===== config.mk =====
export PLATFORM = sky130hd
export DESIGN_NAME = lock_arbiter_flat
export DESIGN_NICKNAME = d
export VERILOG_FILES = /design/src/rtl/lock_arb_pkg.sv /design/src/rtl/lock_arbiter_if.sv /design/src/rtl/gmem_port_mux.sv /design/src/rtl/lock_arbiter.sv /design/src/flat_wrapper.sv
export SDC_FILE = /design/constraint.sdc
export NUM_CORES = 1
export LEC_CHECK = 0
export ABC_AREA = 1
export CORE_MARGIN = 4
export CORE_UTILIZATION = 25
export DETAILED_ROUTE_END_ITERATION = 8
export PLACE_DENSITY = 0.89
export SLEW_MARGIN = 5
export SYNTH_ARGS = -nofsm -noshare
export SYNTH_HDL_FRONTEND = slang
export SYNTH_SLANG_ARGS = --single-unit

===== constraint.sdc =====
create_clock -name clk -period 1.8 [get_ports clk]
set_clock_uncertainty 0.2 [all_clocks]
set_input_delay 0.45 -clock clk [delete_from_list [all_inputs] [get_ports clk]]
set_output_delay 0.45 -clock clk [all_outputs]
set_load 0.005 [all_outputs]

===== src/rtl/lock_arb_pkg.sv =====
// Shared definitions for the two-core lock arbiter:
// FSM encoding, owner codes and default bus widths.
package lock_arb_pkg;

   localparam int DEF_ADDR_W = 6;
   localparam int DEF_DATA_W = 32;

   typedef enum logic [1:0] {
      IDLE    = 2'd0,
      GRANT0  = 2'd1,
      GRANT1  = 2'd2,
      RELEASE = 2'd3
   } state_t;

   localparam logic [1:0] OWN_NONE = 2'b00;
   localparam logic [1:0] OWN_C0   = 2'b01;
   localparam logic [1:0] OWN_C1   = 2'b10;

   // Grant state for a core index.
   function automatic state_t grant_of(input logic core);
      return core ? GRANT1 : GRANT0;
   endfunction

   // Owner code for a core index.
   function automatic logic [1:0] code_of(input logic core);
      return core ? OWN_C1 : OWN_C0;
   endfunction

endpackage


===== src/rtl/lock_arbiter_if.sv =====
// Core-facing and memory-facing signals of the lock arbiter.
// slave = arbiter side, master = cores/memory side.
interface lock_arbiter_if
   import lock_arb_pkg::*;
#(
   parameter int ADDR_W = DEF_ADDR_W,
   parameter int DATA_W = DEF_DATA_W
);

   logic              need_lock0;
   logic              need_lock1;
   logic              lock0;
   logic              lock1;

   logic [ADDR_W-1:0] gaddress0;
   logic [ADDR_W-1:0] gaddress1;
   logic [DATA_W-1:0] gdata0;
   logic [DATA_W-1:0] gdata1;
   logic              gwren0;
   logic              gwren1;
   logic [DATA_W-1:0] gq0;
   logic [DATA_W-1:0] gq1;

   logic [ADDR_W-1:0] mem_address;
   logic [DATA_W-1:0] mem_data;
   logic              mem_wren;
   logic [DATA_W-1:0] mem_q;

   logic [1:0]        owner;
   logic              timeout;

   modport slave (
      input  need_lock0, need_lock1,
      input  gaddress0, gaddress1,
      input  gdata0, gdata1,
      input  gwren0, gwren1,
      input  mem_q,
      output lock0, lock1,
      output gq0, gq1,
      output mem_address, mem_data, mem_wren,
      output owner, timeout
   );

   modport master (
      output need_lock0, need_lock1,
      output gaddress0, gaddress1,
      output gdata0, gdata1,
      output gwren0, gwren1,
      output mem_q,
      input  lock0, lock1,
      input  gq0, gq1,
      input  mem_address, mem_data, mem_wren,
      input  owner, timeout
   );

endinterface


===== src/rtl/gmem_port_mux.sv =====
// Steers the owning core's port onto the shared memory;
// a core without the lock can never write.
module gmem_port_mux
   import lock_arb_pkg::*;
#(
   parameter int ADDR_W = DEF_ADDR_W,
   parameter int DATA_W = DEF_DATA_W
)(
   input  logic [1:0]        owner,
   input  logic [ADDR_W-1:0] gaddress0,
   input  logic [ADDR_W-1:0] gaddress1,
   input  logic [DATA_W-1:0] gdata0,
   input  logic [DATA_W-1:0] gdata1,
   input  logic              gwren0,
   input  logic              gwren1,
   input  logic [DATA_W-1:0] mem_q,
   output logic [ADDR_W-1:0] mem_address,
   output logic [DATA_W-1:0] mem_data,
   output logic              mem_wren,
   output logic [DATA_W-1:0] gq0,
   output logic [DATA_W-1:0] gq1
);

   // Owner selects the write port; no owner parks on core0 with writes off.
   always_comb begin
      mem_address = gaddress0;
      mem_data    = gdata0;
      mem_wren    = 1'b0;
      case (owner)
         OWN_C0: begin
            mem_address = gaddress0;
            mem_data    = gdata0;
            mem_wren    = gwren0;
         end
         OWN_C1: begin
            mem_address = gaddress1;
            mem_data    = gdata1;
            mem_wren    = gwren1;
         end
         default: begin
            mem_wren = 1'b0;
         end
      endcase
   end

   // Read data is broadcast; only the owner acts on it.
   always_comb begin
      gq0 = mem_q;
      gq1 = mem_q;
   end

endmodule


===== src/rtl/lock_arbiter.sv =====
// Two-core mutual-exclusion lock with round-robin tie break
// and a contended-hold timeout that forces a release.
module lock_arbiter
   import lock_arb_pkg::*;
#(
   parameter int ADDR_W   = DEF_ADDR_W,
   parameter int DATA_W   = DEF_DATA_W,
   parameter int HOLD_MAX = 255
)(
   input  logic          clk,
   input  logic          rst,
   lock_arbiter_if.slave bus
);

   localparam logic [7:0] HOLD_LIM = HOLD_MAX[7:0];

   state_t     state;
   logic       last_owner;
   logic [7:0] hold_cnt;
   logic [1:0] owner_q;
   logic       timeout_q;

   logic       cur;
   logic       own_req;
   logic       oth_req;
   logic       both_req;
   logic       hold_hit;

   // Request view relative to the core currently holding the grant.
   always_comb begin
      cur      = (state == GRANT1);
      own_req  = cur ? bus.need_lock1 : bus.need_lock0;
      oth_req  = cur ? bus.need_lock0 : bus.need_lock1;
      both_req = bus.need_lock0 & bus.need_lock1;
      hold_hit = (hold_cnt == HOLD_LIM);
   end

   // Grant FSM with hold counter, owner and sticky timeout.
   always_ff @(posedge clk or negedge rst) begin
      if (!rst) begin
         state      <= IDLE;
         last_owner <= 1'b1;
         hold_cnt   <= '0;
         owner_q    <= OWN_NONE;
         timeout_q  <= 1'b0;
      end else begin
         case (state)
            IDLE, RELEASE: begin
               hold_cnt <= '0;
               if (both_req) begin
                  state   <= grant_of(~last_owner);
                  owner_q <= code_of(~last_owner);
               end else if (bus.need_lock0) begin
                  state   <= GRANT0;
                  owner_q <= OWN_C0;
               end else if (bus.need_lock1) begin
                  state   <= GRANT1;
                  owner_q <= OWN_C1;
               end else begin
                  state   <= IDLE;
                  owner_q <= OWN_NONE;
               end
            end
            GRANT0, GRANT1: begin
               if (!own_req) begin
                  state      <= RELEASE;
                  owner_q    <= OWN_NONE;
                  last_owner <= cur;
               end else if (oth_req && hold_hit) begin
                  state      <= RELEASE;
                  owner_q    <= OWN_NONE;
                  last_owner <= cur;
                  timeout_q  <= 1'b1;
               end else if (oth_req && !hold_hit) begin
                  hold_cnt <= hold_cnt + 8'd1;
               end
            end
            default: begin
               state   <= IDLE;
               owner_q <= OWN_NONE;
            end
         endcase
      end
   end

   // Stall whoever wants the lock but does not hold it.
   always_comb begin
      bus.lock0   = bus.need_lock0 & (state != GRANT0);
      bus.lock1   = bus.need_lock1 & (state != GRANT1);
      bus.owner   = owner_q;
      bus.timeout = timeout_q;
   end

   gmem_port_mux #(
      .ADDR_W (ADDR_W),
      .DATA_W (DATA_W)
   ) u_mux (
      .owner       (owner_q),
      .gaddress0   (bus.gaddress0),
      .gaddress1   (bus.gaddress1),
      .gdata0      (bus.gdata0),
      .gdata1      (bus.gdata1),
      .gwren0      (bus.gwren0),
      .gwren1      (bus.gwren1),
      .mem_q       (bus.mem_q),
      .mem_address (bus.mem_address),
      .mem_data    (bus.mem_data),
      .mem_wren    (bus.mem_wren),
      .gq0         (bus.gq0),
      .gq1         (bus.gq1)
   );

endmodule


===== src/flat_wrapper.sv =====
// flat-port wrapper written by rule: the top's interface ports become plain ports
module lock_arbiter_flat import lock_arb_pkg::*;
#(
   parameter int ADDR_W   = DEF_ADDR_W,
   parameter int DATA_W   = DEF_DATA_W,
   parameter int HOLD_MAX = 255
)
  (clk, rst, bus_need_lock0, bus_need_lock1, bus_gaddress0, bus_gaddress1, bus_gdata0, bus_gdata1, bus_gwren0, bus_gwren1, bus_mem_q, bus_lock0, bus_lock1, bus_gq0, bus_gq1, bus_mem_address, bus_mem_data, bus_mem_wren, bus_owner, bus_timeout);
  lock_arbiter_if #(.ADDR_W(ADDR_W), .DATA_W(DATA_W)) bus_i ();
  input  logic clk;
  input  logic rst;
  input wire logic [$bits(bus_i.need_lock0)-1:0] bus_need_lock0;
  input wire logic [$bits(bus_i.need_lock1)-1:0] bus_need_lock1;
  input wire logic [$bits(bus_i.gaddress0)-1:0] bus_gaddress0;
  input wire logic [$bits(bus_i.gaddress1)-1:0] bus_gaddress1;
  input wire logic [$bits(bus_i.gdata0)-1:0] bus_gdata0;
  input wire logic [$bits(bus_i.gdata1)-1:0] bus_gdata1;
  input wire logic [$bits(bus_i.gwren0)-1:0] bus_gwren0;
  input wire logic [$bits(bus_i.gwren1)-1:0] bus_gwren1;
  input wire logic [$bits(bus_i.mem_q)-1:0] bus_mem_q;
  output wire logic [$bits(bus_i.lock0)-1:0] bus_lock0;
  output wire logic [$bits(bus_i.lock1)-1:0] bus_lock1;
  output wire logic [$bits(bus_i.gq0)-1:0] bus_gq0;
  output wire logic [$bits(bus_i.gq1)-1:0] bus_gq1;
  output wire logic [$bits(bus_i.mem_address)-1:0] bus_mem_address;
  output wire logic [$bits(bus_i.mem_data)-1:0] bus_mem_data;
  output wire logic [$bits(bus_i.mem_wren)-1:0] bus_mem_wren;
  output wire logic [$bits(bus_i.owner)-1:0] bus_owner;
  output wire logic [$bits(bus_i.timeout)-1:0] bus_timeout;
  assign bus_i.need_lock0 = bus_need_lock0;
  assign bus_i.need_lock1 = bus_need_lock1;
  assign bus_i.gaddress0 = bus_gaddress0;
  assign bus_i.gaddress1 = bus_gaddress1;
  assign bus_i.gdata0 = bus_gdata0;
  assign bus_i.gdata1 = bus_gdata1;
  assign bus_i.gwren0 = bus_gwren0;
  assign bus_i.gwren1 = bus_gwren1;
  assign bus_i.mem_q = bus_mem_q;
  assign bus_lock0 = bus_i.lock0;
  assign bus_lock1 = bus_i.lock1;
  assign bus_gq0 = bus_i.gq0;
  assign bus_gq1 = bus_i.gq1;
  assign bus_mem_address = bus_i.mem_address;
  assign bus_mem_data = bus_i.mem_data;
  assign bus_mem_wren = bus_i.mem_wren;
  assign bus_owner = bus_i.owner;
  assign bus_timeout = bus_i.timeout;
  lock_arbiter #(.ADDR_W(ADDR_W), .DATA_W(DATA_W), .HOLD_MAX(HOLD_MAX)) u_core (.clk(clk), .rst(rst), .bus(bus_i));
endmodule

Yosys cells after proc, flatten, opt, wreduce, memory -nomap -nowiden
Index checks and enable logic that the tools add are counted.
{"block": "word_totals", "register_bits": 14, "inputBits": 114, "output_inout_bits": 108, "word_cells": 52}
{"block": "op_classes", "n_addsub": 1, "n_eq_ne": 13, "n_mux": 21, "n_bitwise": 3, "reduce_logical": 9}
{"operator": "two-way mux 32 bit", "count": 1}
{"operator": "two-way mux 8 bit", "count": 3}
{"operator": "two-way mux 2 bit", "count": 8}
{"operator": "one-hot mux 8 bit (2 select lines)", "count": 1}
{"operator": "adder 8 x 1 -> 8 bit, second input constant", "count": 1}
{"operator": "equality test 8 bit, second input constant", "count": 1}
{"operator": "one-hot mux 2 bit (2 select lines)", "count": 2}
{"operator": "equality test 2 bit, second input constant", "count": 3}
{"operator": "two-way mux 6 bit", "count": 1}
{"operator": "inequality test 2 x 1 -> 1 bit, second input constant", "count": 3}
{"operator": "inequality test 2 bit, second input constant", "count": 3}
{"operator": "AND reduction 3 bit", "count": 2}
{"operator": "equality test 2 x 1 -> 1 bit, second input constant", "count": 2}
{"operator": "two-way mux 1 bit", "count": 4}
{"operator": "OR reduction 2 bit", "count": 2}
{"operator": "AND 1 bit", "count": 3}
{"operator": "inequality test 3 bit, second input constant", "count": 1}
{"operator": "logical AND 1 bit", "count": 2}
{"operator": "zero test 2 bit", "count": 1}
{"operator": "one-hot mux 1 bit (2 select lines)", "count": 1}
{"operator": "AND reduction 2 bit", "count": 1}
{"operator": "zero test 1 bit", "count": 1}

Depth between registers and ports, before layout
Gate-level depths: netlist of run 1.
{"block": "logic_depth", "ltp_word": 7, "depth_mapped": 9, "mapped_depth_nobuf": 9}

Cells and area by module
Synthesis of run 1 repeated with hierarchy kept, for this count alone.
{"block": "hier_totals", "cells_unflattened": 311, "hier_area_um2": 1939.4}
{"mod": "gmem_port_mux", "instances": 1, "cells_each": 193, "area_per_inst_um2": 1059.8, "seq_area_each_um2": 0.0}
{"mod": "lock_arbiter", "instances": 1, "cells_each": 118, "area_per_inst_um2": 879.6, "seq_area_each_um2": 351.6}

Least setup slack after synthesis of run 1
OpenSTA, ideal clock, no wires.
{"block": "synth_timing", "path_kind": "reg-to-output", "startpoint": "reg u_core.owner_q[0], in the netlist u_core.bus.owner[0]", "endpoint": "out bus_mem_address[0]", "arrival_ps": 1170, "t_required_ps": 1150, "setup_slack_ps": -20, "stages_incl_launch_ff": 8, "cell_sequence": "dfrtp_1 inv_1 ha_1 inv_1 buf_2 buf_2 nand2_1 nand2_1"}
{"block": "synth_between", "elab_chain_len": 2}
{"item": "from (decl)", "line_no": "lock_arbiter.sv:20", "text": "logic [1:0] owner_q;"}
{"item": "from (signal assigned)", "line_no": "lock_arbiter.sv:52", "text": "owner_q <= code_of(~last_owner);"}
{"item": "equality test 2 bit", "line_no": "gmem_port_mux.sv:29", "text": "case (owner)"}
{"item": "two-way mux 6 bit", "line_no": "gmem_port_mux.sv:29"}
{"item": "to (decl)", "line_no": "flat_wrapper.sv:25", "text": "output wire logic [$bits(bus_i.mem_address)-1:0] bus_mem_address;"}
Every way passes these cells.

Worst setup path after layout of run 1
{"block": "layout_timing", "startpoint": "reg u_core.owner_q[0], in the netlist u_core.bus.owner[0]", "endpoint": "out bus_mem_data[29]"}
{"block": "layout_between", "elab_chain_len": 2}
{"item": "equality test 2 bit", "line_no": "gmem_port_mux.sv:29"}
{"item": "two-way mux 32 bit", "line_no": "gmem_port_mux.sv:29"}
{"item": "to (decl)", "line_no": "flat_wrapper.sv:26", "text": "output wire logic [$bits(bus_i.mem_data)-1:0] bus_mem_data;"}
Every way passes these cells.

==> flow_summary.ini, run 1 <==
[synthesis]
synth.net_count = 429
seq_area_frac_synth_pct = 19.00
synth_area_um2 = 1851
ys_types = 20
yosysWarnings = 0
syn_avg_cell_area_um2 = 5.969
synth_cells = 310
ys_ff_latch = 14

[setup_path]
criticalPathCategory = reg -> out
crit_arrival_ns = 1.56
crit_required_ns = 1.15
endpoint_kind = primary output
crit_fanout = 8
start_kind = register

[drt]
routedWlPerCell_um = 17.50
ant_nets = 0
num_vias = 2279
drt_wl_total_um = 8838
drtPass1Iterations = 4
viasPerCell = 4.513
drcViolationCount = 0
drt_iter0_markers = 45

[sta]
period_minus_slack_ns = 2.207
post-route-period-util_pct = 122.6
timing.slew.headroom_pct = 84.85
hold_violations = 0
tightest_slew_ns = 0.2267
whs_ns = 0.2759
maxSlewViolCount = 0
timing.fmax_mhz = 453.1
grt_setup_unrepaired = true
setup_viol = 39
worst_slack_ns = -0.4070

[global_route]
grt_pass1_vias = 2334
grt_pass1_wl_um = 12540
antenna_found_initial = 0
grt-ovfl-total = 0
track_usage_pct = 18.26
grt_max_degree = 15

[clock_tree]
cts_tree = yes
cts_hold_buf = 0
htree_levels = 1
clk_latency_ns = 0.25
cts.clk_slew.worst_paths_ns = 0.05
root_buffer = clkbuf_8
clockBufferDepth = 2
cts.sinks = 14
cts_buffers = 3

[floorplanning]
io_pins = 222
core_area_um2 = 7214
rows = 31
die_w_um = 94.04
die_y_um = 94.04
start_util_pct = 25.65
die_area_um2 = 8843

[placement]
hpwl_um = 6046
gp_congestion = 0.8352
io_buffers = 125
dpl-instance-area_um2 = 2865
preCtsSetupSlack_ns = -0.5728

[pwr]
p_per_area_nw_per_um2 = 1198
irDropWorstVdd_v = 0.001035
power.total_uw = 4302
p_leak_uw = 0.001834

[job]
maxCapViolations = 0

[worst_hold_path]
min_path_type = reg -> reg

[status]
failed_checks = negative setup slack
status = finished with violations

[layout]
nets = 526
drive_gt1_share_pct = 41.87
antennaDiodeCount = 0
area_growth_pct = 94.05
stdcell_area_um2 = 3591
[critical path: stages (launching register included)]
cell,delay [ns]
dfrtp_1,0.38
inv_2,0.08
ha_4,0.20
inv_8,0.05
buf_12,0.13
buf_16,0.13
buf_6,0.12
nand2_2,0.05
nand2_2,0.05
buf_2,0.12
[final cells by class]
type                            instances  area (um^2)
Clock buffer                            4        45.04
Sequential cell                        14        351.6
Fill cell                             630         3623
Timing Repair Buffer                  165         1698
Multi-Input combinational cell        203         1285
Inverter                               20        87.58
Tap cell                               99        123.9
[cell usage in the layout (no fill, tap or decap), types with 5 or more instances in the layout]
master           Yosys  final
nand4_1              5      5
dfrtp_1             13     13
buf_12               0      8
buf_4               64     18
nand2_2              1     36
nor2_1              12     10
nand3_1             12     12
inv_1               19     16
buf_2                5     22
buf_6                0     27
clkdlybuf4s50_1      0     80
nand2_4              2     38
nand2_1            151     80
buf_16               0      5
[registers in the layout (all words and copies together) (netlist names)]
register	count
u_core.bus.timeout	1
u_core.hold_cnt	8
u_core.state	2
u_core.bus.owner	2
u_core.last_owner	1
[metal layers]
| layer | vias up | wire length (um) | track usage, % |
|---|---|---|---|
| met4 | 0 | 112 | 4.091 |
| met5 | - | 0 | 0 |
| met3 | 13 | 970 | 7.131 |
| li1 | 1077 | - | - |
| met1 | 1036 | 3315 | 21.43 |
| met2 | 153 | 4440 | 31.28 |
[timing repair]
action                                  in CTS  in global routing
setup buffers                               12                  6
cloned                                       8                  0
pin swaps                                   29                 17
endpoints found under the setup margin      46                 43
resized for setup                          247                 83
[final timing paths]
check                      depth (start not counted)  slack (ns)                  to                 from
hold / removal                                     1        0.28  u_core.bus.timeout   u_core.bus.timeout
setup / recovery                                   9       -0.41    bus_mem_data[29]  u_core.bus.owner[0]
max in group asynchronous                          2        0.84   u_core.last_owner                  rst
min in group asynchronous                          2        0.31  u_core.hold_cnt[1]                  rst
setup reg to reg                                   7        0.14     u_core.state[1]   u_core.hold_cnt[1]
hold reg to reg                                    1        0.28  u_core.bus.timeout   u_core.bus.timeout
[synth_stat cells (all sizes together)]
master | instances | area (um^2)
nand2 | 154 | 595.6
xor2 | 3 | 26.28
ha | 5 | 62.56
o21bai | 2 | 15.01
o21ai | 5 | 25.02
a21oi | 3 | 15.01
dfstp | 1 | 26.28
buf | 69 | 505.5
clkinv | 1 | 8.760
nor2 | 14 | 67.56
nand3 | 12 | 60.06
dfrtp | 13 | 325.3
nand4 | 5 | 31.28
clkbuf | 4 | 15.01
inv | 19 | 71.32
[where the power goes]
group,internal [uW],switching (uW),total (uW),leakage (uW)
clock network,157,112,268,0.0000228
registers,390,53.2,443,0.000184
logic,1890,1700,3590,0.00163
[stage by stage]
stage          instances  setup TNS, ns  util (%)
2_1_floorplan        310        -0.4062         -
6_report             505         -11.85     49.77
5_1_grt              505         -14.44     49.77
3_3_place_gp         479         -19.89     39.72
3_5_place_dp         479         -20.98     39.72
4_1_cts              503         -12.35     45.37
[kinds of logic after synthesis]
group / after synthesis / share of synthesized area [%]
flip-flops: 14 / 19.00
AO/OA/AOI/OAI: 10 / 2.974
AND/OR/NAND/NOR: 185 / 40.77
XOR/XNOR: 3 / 1.420
buffers and inverters: 93 / 32.45
adder cells (fa/ha/maj): 5 / 3.381
No activity file was read; power rests on OpenSTA's default activity.
==> run 2, diff against run 1 <==
--- a/config.mk
+++ b/config.mk
@@ -9,7 +9,7 @@
 export CORE_MARGIN = 4
 export CORE_UTILIZATION = 25
 export DETAILED_ROUTE_END_ITERATION = 8
-export PLACE_DENSITY = 0.89
+export PLACE_DENSITY = 0.8
 export SLEW_MARGIN = 5
 export SYNTH_ARGS = -nofsm -noshare
 export SYNTH_HDL_FRONTEND = slang
==> flow_summary.ini, run 2 (synthesized netlist as in run 1, its figures left out) <==
[global_route]
grt_pass1_vias = 2072
track_usage_pct = 15.10
antenna_found_initial = 0
grt_max_degree = 20
grt-ovfl-total = 0
grt_pass1_wl_um = 10490

[sta]
post-route-period-util_pct = 118.3
period_minus_slack_ns = 2.129
grt_setup_unrepaired = true
timing.fmax_mhz = 469.8
finalSetupTns_ns = -9.664
whs_ns = 0.1944
tightest_slew_ns = 0.3704
worst_slack_ns = -0.3288
setup_viol = 39
maxSlewViolCount = 0
hold_violations = 0
timing.slew.headroom_pct = 75.28

[floorplanning]
core_area_um2 = 7214
start_util_pct = 25.65
rows = 31
io_pins = 222
die_area_um2 = 8843
die_w_um = 94.04
die_y_um = 94.04

[drt]
viasPerCell = 4.311
num_vias = 2160
drt_iter0_markers = 81
drtPass1Iterations = 5
drcViolationCount = 0
drt_wl_total_um = 7545
routedWlPerCell_um = 15.06
ant_nets = 0

[clock_tree]
cts.sinks = 14
root_buffer = clkbuf_8
cts.clk_slew.worst_paths_ns = 0.06
clk_latency_ns = 0.25
clockBufferDepth = 2
cts_tree = yes
cts_buffers = 3
htree_levels = 1
cts_hold_buf = 0

[pwr]
internal_power_uw = 1956
irDropWorstVdd_v = 0.0008525
switching_share_pct = 43.23
p_per_area_nw_per_um2 = 1106
comb_power_share_pct = 78.0
clkPwrFrac_pct = 9.2
p_sw_uw = 1490
seq_power_share_pct = 12.8
p_leak_uw = 0.001594

[placement]
io_buffers = 125
place_inst = 483
gp_congestion = 0.8283
hpwl_um = 5996
dpl-instance-area_um2 = 2895

[setup_path]
crit_arrival_ns = 1.48
crit_required_ns = 1.15
worstReg2RegStart = u_core.state[0]
endpoint_kind = primary output
start_kind = register
startpoint = u_core.bus.owner[0]
criticalPathCategory = reg -> out
crit_fanout = 7

[job]
maxCapViolations = 0

[worst_hold_path]
min_path_type = in -> async

[status]
status = finished with violations
failed_checks = negative setup slack

[layout]
regMostFlops = u_core.hold_cnt
antennaDiodeCount = 0
nets = 522
drive_gt1_share_pct = 33.33
largest_reg_flops = 8
stdcell_count = 501
final_cell_mix = 111 x nand2_1, 80 x clkdlybuf4s50_1, 37 x buf_2
stdcell_area_um2 = 3115
mostFrequentLayoutCell = nand2_1
area_growth_pct = 68.36
==> run 2: worst max-delay path: stages (launching register included) <==
cell,delay [ns]
dfrtp_1,0.38
inv_2,0.08
ha_4,0.18
buf_8,0.14
buf_6,0.11
buf_6,0.11
nand2_4,0.04
nand2_2,0.06
buf_2,0.11
==> run 2: routing by layer <==
layer	global-route usage (%)	wire (um)
met5	0	0
met4	2.888	70
met3	5.208	791
met1	16.97	2879
met2	27.50	3803
==> run 2: final cells by class <==
| cell class | count | area, um^2 |
|---|---|---|
| inverter | 20 | 85.08 |
| clock buffer | 4 | 55.05 |
| timing repair buffer | 161 | 1448 |
| multi-input combinational | 203 | 1052 |
| sequential | 14 | 351.6 |
| fill | 731 | 4099 |
| tap | 99 | 123.9 |
==> run 2: power groups by stage <==
stage	Sequential [uW]	Combinational [uW]	Clock (uW)
3_5_place_dp	442	2380	0
3_3_place_gp	435	2350	0
5_1_grt	451	2930	341
2_1_floorplan	437	1060	0
4_1_cts	442	2500	324
6_report	442	2690	317
==> run 2: per-stage QoR <==
stage	total power [uW]	utilization, %	setup slack, ns
after CTS	3267	41.40	-0.3076
after detailed placement	2824	40.13	-0.5714
after floorplan	1501	-	-0.02031
after global placement	2789	40.13	-0.6196
final	3445	43.18	-0.3288
after global routing	3726	43.18	-0.3936
==> run 2: worst paths after layout <==
kind	to	slack, ns	cells after the start
worst max register to register	u_core.state[0]	0.12	6
worst min-delay path	u_core.state[1]	0.19	1
worst min register to register	u_core.bus.timeout	0.28	1
worst max-delay path	bus_mem_data[31]	-0.33	8
min in group clk	u_core.bus.timeout	0.28	1
max in group asynchronous	u_core.bus.owner[1]	0.81	2
==> run 2: repair_timing <==
action	4_1_cts	5_1_grt
setup endpoints to repair	43	44
pin swaps	15	11
resized for setup	221	31
buffers inserted	10	3
cloned	3	2
